<file path="config.mk">
export PLATFORM = sky130hd
export DESIGN_NAME = serial_subtractor
export DESIGN_NICKNAME = d
export VERILOG_FILES = /design/src/rtl/serial_subtractor.sv
export SDC_FILE = /design/constraint.sdc
export NUM_CORES = 1
export LEC_CHECK = 0
export CORE_MARGIN = 2
export CORE_UTILIZATION = 43
export CTS_BUF_LIST = sky130_fd_sc_hd__clkbuf_4
export DETAILED_ROUTE_END_ITERATION = 12
export GPL_ROUTABILITY_DRIVEN = 0
export PLACE_DENSITY = 0.73
export SLEW_MARGIN = 20
export SYNTH_ARGS = -nofsm -noshare
export SYNTH_HDL_FRONTEND = slang
export SYNTH_SLANG_ARGS = --single-unit
</file>
<file path="constraint.sdc">
create_clock -name clk -period 1.35 [get_ports clk]
set_clock_uncertainty 0.15 [all_clocks]
set_input_delay 0.405 -clock clk [delete_from_list [all_inputs] [get_ports clk]]
set_output_delay 0.405 -clock clk [all_outputs]
set_load 0.005 [all_outputs]
</file>
<file path="src/rtl/serial_subtractor.sv">
// Bit-serial unsigned subtractor: computes a - b one bit per clock, LSB first,
// and presents the registered difference and final borrow with a one-cycle done pulse.
module serial_subtractor #(
   parameter int WIDTH = 8
) (
   input  logic             clk,
   input  logic             rst,
   input  logic             start,
   input  logic [WIDTH-1:0] a,
   input  logic [WIDTH-1:0] b,
   output logic [WIDTH-1:0] diff,
   output logic             borrow_out,
   output logic             busy,
   output logic             done
);

   localparam int CW = $clog2(WIDTH + 1);
   localparam logic [CW-1:0] LAST_BIT = CW'(WIDTH - 1);

   localparam logic [1:0] S_IDLE  = 2'd0;
   localparam logic [1:0] S_SHIFT = 2'd1;
   localparam logic [1:0] S_DONE  = 2'd2;

   logic [1:0]       state_q, state_d;
   logic [WIDTH-1:0] a_q, a_d;
   logic [WIDTH-1:0] b_q, b_d;
   logic [WIDTH-1:0] res_q, res_d;
   logic             br_q, br_d;
   logic [CW-1:0]    cnt_q, cnt_d;
   logic [WIDTH-1:0] diff_q, diff_d;
   logic             bout_q, bout_d;

   logic             d_bit;
   logic             br_nxt;
   logic [WIDTH:0]   res_ext;

   // One full-subtractor step on the current LSBs.
   assign d_bit   = a_q[0] ^ b_q[0] ^ br_q;
   assign br_nxt  = (~a_q[0] & b_q[0]) | (~(a_q[0] ^ b_q[0]) & br_q);
   // New bit enters at the MSB; the extended vector keeps WIDTH=1 legal.
   assign res_ext = {d_bit, res_q};

   always_comb begin
      state_d = state_q;
      a_d     = a_q;
      b_d     = b_q;
      res_d   = res_q;
      br_d    = br_q;
      cnt_d   = cnt_q;
      diff_d  = diff_q;
      bout_d  = bout_q;
      case (state_q)
         S_IDLE, S_DONE: begin
            if (start) begin
               a_d     = a;
               b_d     = b;
               res_d   = '0;
               br_d    = 1'b0;
               cnt_d   = '0;
               state_d = S_SHIFT;
            end else if (state_q == S_DONE) begin
               state_d = S_IDLE;
            end
         end
         S_SHIFT: begin
            a_d   = a_q >> 1;
            b_d   = b_q >> 1;
            res_d = res_ext[WIDTH:1];
            br_d  = br_nxt;
            cnt_d = cnt_q + CW'(1);
            if (cnt_q == LAST_BIT) begin
               diff_d  = res_ext[WIDTH:1];
               bout_d  = br_nxt;
               state_d = S_DONE;
            end
         end
         default: state_d = S_IDLE;
      endcase
   end

   always_ff @(posedge clk) begin
      if (rst) begin
         state_q <= S_IDLE;
         a_q     <= '0;
         b_q     <= '0;
         res_q   <= '0;
         br_q    <= 1'b0;
         cnt_q   <= '0;
         diff_q  <= '0;
         bout_q  <= 1'b0;
      end else begin
         state_q <= state_d;
         a_q     <= a_d;
         b_q     <= b_d;
         res_q   <= res_d;
         br_q    <= br_d;
         cnt_q   <= cnt_d;
         diff_q  <= diff_d;
         bout_q  <= bout_d;
      end
   end

   assign diff       = diff_q;
   assign borrow_out = bout_q;
   assign busy       = (state_q == S_SHIFT);
   assign done       = (state_q == S_DONE);

endmodule

</file>
Word-level counts from Yosys, hierarchy flattened
Cells that the tools add are included.
{"block": "totals", "reg_bits": 40, "input_bits": 19}
{"block": "classes", "n_addsub": 1, "eq_ne": 6, "muxes": 14, "bitwise": 7, "n_reduce_logical": 6}
{"operator": "8-bit one-hot mux with 2 select lines", "n": 3}
{"operator": "8-bit two-way mux", "n": 3}
{"operator": "4-bit one-hot mux with 2 select lines", "n": 1}
{"operator": "2-bit two-way mux", "n": 3}
{"operator": "2-bit AND reduction", "n": 3}
{"operator": "4-bit by 1-bit adder with 4-bit output, second input constant", "n": 1}
{"operator": "4-bit by 3-bit == test with 1-bit output, second input constant", "n": 1}
{"operator": "4-bit two-way mux", "n": 1}
{"operator": "2-bit one-hot mux with 2 select lines", "n": 1}
{"operator": "3-bit != test, second input constant", "n": 1}
{"operator": "1-bit AND", "n": 2}
{"operator": "2-bit by 1-bit == test with 1-bit output, second input constant", "n": 1}
{"operator": "2-bit == test, second input constant", "n": 1}
{"operator": "2-bit zero test", "n": 1}
{"operator": "2-bit by 1-bit != test with 1-bit output, second input constant", "n": 1}
{"operator": "2-bit != test, second input constant", "n": 1}
{"operator": "1-bit inverter", "n": 2}
{"operator": "1-bit one-hot mux with 2 select lines", "n": 1}
{"operator": "2-bit nonzero test", "n": 1}
{"operator": "2-bit OR reduction", "n": 1}
{"operator": "1-bit XOR", "n": 2}
{"operator": "1-bit two-way mux", "n": 1}
{"operator": "1-bit bitwise OR", "n": 1}

Depth between registers and ports, before layout
{"block": "logic_depth", "ltp_word": 5, "mapped_depth": 7, "ltp_nobuf": 4}

Worst setup path before layout
Ideal clock, no wire load.
{"block": "synth_timing", "kind": "reg-to-output", "startpoint": "register state_q[1]", "endpoint": "output port busy", "arrival_ps": 851, "setup_slack_ps": -56, "stages_incl_launch_ff": 6, "path_buffers": 3, "path_cell_list": "dfxtp_1 -> nand2b_1 -> buf_6 -> inv_4 -> buf_6 -> buf_4"}
{"block": "synth_between", "elab_chain_cells": 1}
{"item": "start: declaration", "line_no": "24", "text": "logic [1:0] state_q, state_d;"}
{"item": "start signal: assignment", "line_no": "92", "text": "state_q <= state_d;"}
{"item": "2-bit by 1-bit == test with 1-bit output", "line_no": "105", "text": "assign busy = (state_q == S_SHIFT);"}
{"item": "end: declaration", "line_no": "13", "text": "output logic busy,"}
No other way between the ends.

Worst setup path after layout
Same ends and word-level chain as after synthesis.

==> results by group <==
Power and ir drop
  • Total power: around 2.1 mW
  • Clock power frac: 27.5%
  • Worst IR drop on VDD: 0.685 mV
  • Pwr dens: 1020 nW/µm²
  • Combinational share of power: between 10 and 15%
  • Sw Pwr: 0.545 mW
  • Static Leak: 0.764 nW
  • Seq pwr share: 58.1%
  • Switch share: 26.0%
  • Pint: between 1.5 and 2 mW

STA
  • Finish-stage setup viols: 32
  • Minimum clock period: about 1500 ps
  • Worst slew margin relative to its limit: 82.6%
  • Period Utilization, post-route: 112%
  • Max Transition Viols Final: 0
  • Least-Margin Pin Slew: between 200 and 300 ps
  • Final setup margin: -159 ps
  • Max frequency: approximately 660 MHz
  • Final Hold Fails: 0
  • Setup TNS Final: -2110 ps
  • RSZ-0062 raised after global routing: true

Yosys
  • Asr flop ratio synth: 0%
  • Sequential element share of the synthesized area: 48.7%
  • Yosys warns: 0
  • Mapped Area: 1600 µm²
  • Top post-synthesis cells by area: dfxtp_1, a21oi_1, nand3_1, a22oi_1, buf_2
  • Post-synth EDFFs: 0
  • Syn Area/Cell: 8.80 µm²
  • Post-synth top cells: dfxtp_1, a21oi_1, nand3_1, a22oi_1, buf_2
  • Most frequent cell after synthesis: dfxtp_1
  • Post-synth top area share: 48.8%
  • Dominant synthesized flop cell: dfxtp_1
  • Post-Syn Nets: 203
  • Yosys top cell by area: dfxtp_1
  • Mapped Cells: roughly 180
  • Cell variety after synth: 26
  • Seq cells post-synth: 39

Layout
  • Diode count: 0
  • Design area: 2050 µm²
  • Nets@finish: about 240
  • Finished Core Util: 56.5%
  • Layout cell share with drive strength beyond 1: 25.1%
  • P&R area growth vs syn: 28.1%

Floorplan
  • I/O Pins: 30
  • Die H: 65.0 µm
  • FP Rows: 22
  • Die area: 4230 µm²
  • Area of the core: 3630 µm²
  • Starting Density: around 44%
  • Die width: 65.0 µm

Clocking
  • Clk pin slew, worst setup/hold paths: 110 ps
  • Clock buffer depth: 2
  • Clock Latency Late Sink: 340 ps
  • Sink Count: 39
  • CTS Buf Count: 5
  • TritonCTS clock tree: done
  • Root Driver: clkbuf_4
  • Cts hold-fix bufs: 0
  • CTS H-tree lvls: 2

Status
  • Failing checks: setup timing
  • Outcome: finished, violations left

Setup path
  • Critical path startpoint: state_q[1]
  • Worst endpoint required time: 800 ps
  • Arr. time, crit path: 950 ps
  • Reg2reg start: state_q[1]
  • R2R Path End: cnt_q[2]
  • Startpoint Class: register
  • Max FO, Critical Path: 2
  • Reg-to-reg slack, setup: -120 ps
  • Crit path to: busy
  • R2r worst-path depth: 4
  • Critical Path End Type: output port
  • Critical path type: register to output port

Route
  • Vias: 1,433
  • Via density: about 5.4
  • TritonRoute pass-1 iters: 4
  • Routed Antenna Nets: 0
  • Initial DRC count: 84
  • WL per Instance: 13.0 µm
  • Final WL: between 3 and 4 mm
  • DR DRC count: 0

Place
  • DP HPWL: 2.24 mm
  • IO Port Bufs: 29
  • Post-DP Area: 2000 µm²

Global route
  • Antenna violations before repair: 0
  • First-pass GRT wire length: 6.02 mm
  • Total gr overflow: 0
  • Largest net degree at the start of global routing: 27
  • Vias in the first global route: 1,313
  • All-Layer GR Usage: 18.5%

Flow run
  • Max cap viols: 0

Hold path
  • Hold WC Path Type: register to register
==> worst max-delay path: stages, from the launching register on <==
cell,delay [ps]
dfxtp_2,340
nand2b_4,140
inv_4,50
buf_6,80
==> through the flow <==
step           hold WS [ps]  setup WS (ps)  instances
2_1_floorplan           294          -19.1        182
3_3_place_gp            304           -414        258
3_5_place_dp            309           -443        258
4_1_cts                 323           -174        266
5_1_grt                 346           -228        267
6_report                322           -159        267
==> layout make-up <==
class,instances,area (µm²)
fill,360,1580
sequential,39,798
multi-input combinational,122,717
timing repair buffer,47,410
tap,48,60.1
clock buffer,6,45.0
inverter,3,13.8
clock inverter,2,7.51
==> placed cells by master, fill, tap and decap left out <==
cell type	count
a211oi_1	1
a21oi_1	37
a22oi_1	14
a311oi_1	1
and3b_2	1
buf_12	1
buf_2	9
buf_4	14
buf_6	4
buf_8	1
clkbuf_4	6
clkdlybuf4s50_1	18
clkinv_1	2
dfxtp_1	27
dfxtp_2	11
dfxtp_4	1
fa_1	1
ha_2	1
inv_1	2
inv_4	1
mux2_4	2
nand2_1	10
nand2b_1	3
nand2b_4	1
nand3_1	34
nand3b_1	1
nand4_2	1
nor2_1	2
nor2b_1	1
nor2b_2	1
nor3_1	1
nor3b_1	1
o21ai_0	8
==> how the worst min path moves through the flow <==
stage / startpoint / endpoint / slack (ps) / cells past startpoint
finish: res_q[7] / diff[6] / 320 / 2
detailed placement: br_q / br_q / 310 / 2
global placement: b_q[1] / b_q[1] / 300 / 2
global route: b_q[7] / b_q[7] / 350 / 2
floorplan: res_q[1] / diff[0] / 290 / 2
CTS: res_q[1] / diff[0] / 320 / 2
==> sequential cells by signal, summed over array words and instances, names as in the netlist <==
| signal | count |
|---|---|
| a_q | 8 |
| b_q | 8 |
| diff | 8 |
| res_q | 7 |
| cnt_q | 4 |
| state_q | 2 |
| borrow_out | 1 |
| br_q | 1 |
==> logic make-up (layout without fill, tap and decap cells) <==
logic type / Yosys count / in the layout / synth area share (%)
flops: 39 / 39 / 48.8
compound gates: 61 / 61 / 21.6
mux: 2 / 2 / 1.88
simple gates: 57 / 57 / 18.4
buf+inv: 21 / 58 / 7.34
fa+ha+maj: 2 / 2 / 2.03
==> power groups by stage <==
stage,Sequential (mW),Combinational [mW],Clock [mW]
after floorplan,1.24,0.188,0
after global placement,1.24,0.292,0
after detailed placement,1.24,0.296,0
after CTS,1.22,0.306,0.598
after global routing,1.22,0.336,0.669
final,1.22,0.304,0.576
==> metal layers <==
metal | track usage, % | vias up | wire length [µm]
met2 | 29.0 | 36 | 1670
li1 | - | 723 | -
met1 | 24.2 | 670 | 1600
met5 | 0 | - | 0
met3 | 4.17 | 4 | 180
met4 | 8.59 | 0 | 25
==> repair_timing <==
item | 4_1_cts | 5_1_grt
buffers inserted | 0 | 1
gates resized for setup | 59 | 4
gates cloned | 0 | 0
pin swaps | 0 | 1
setup endpoints to repair | 41 | 46
No activity file was read; power rests on OpenSTA's default activity.
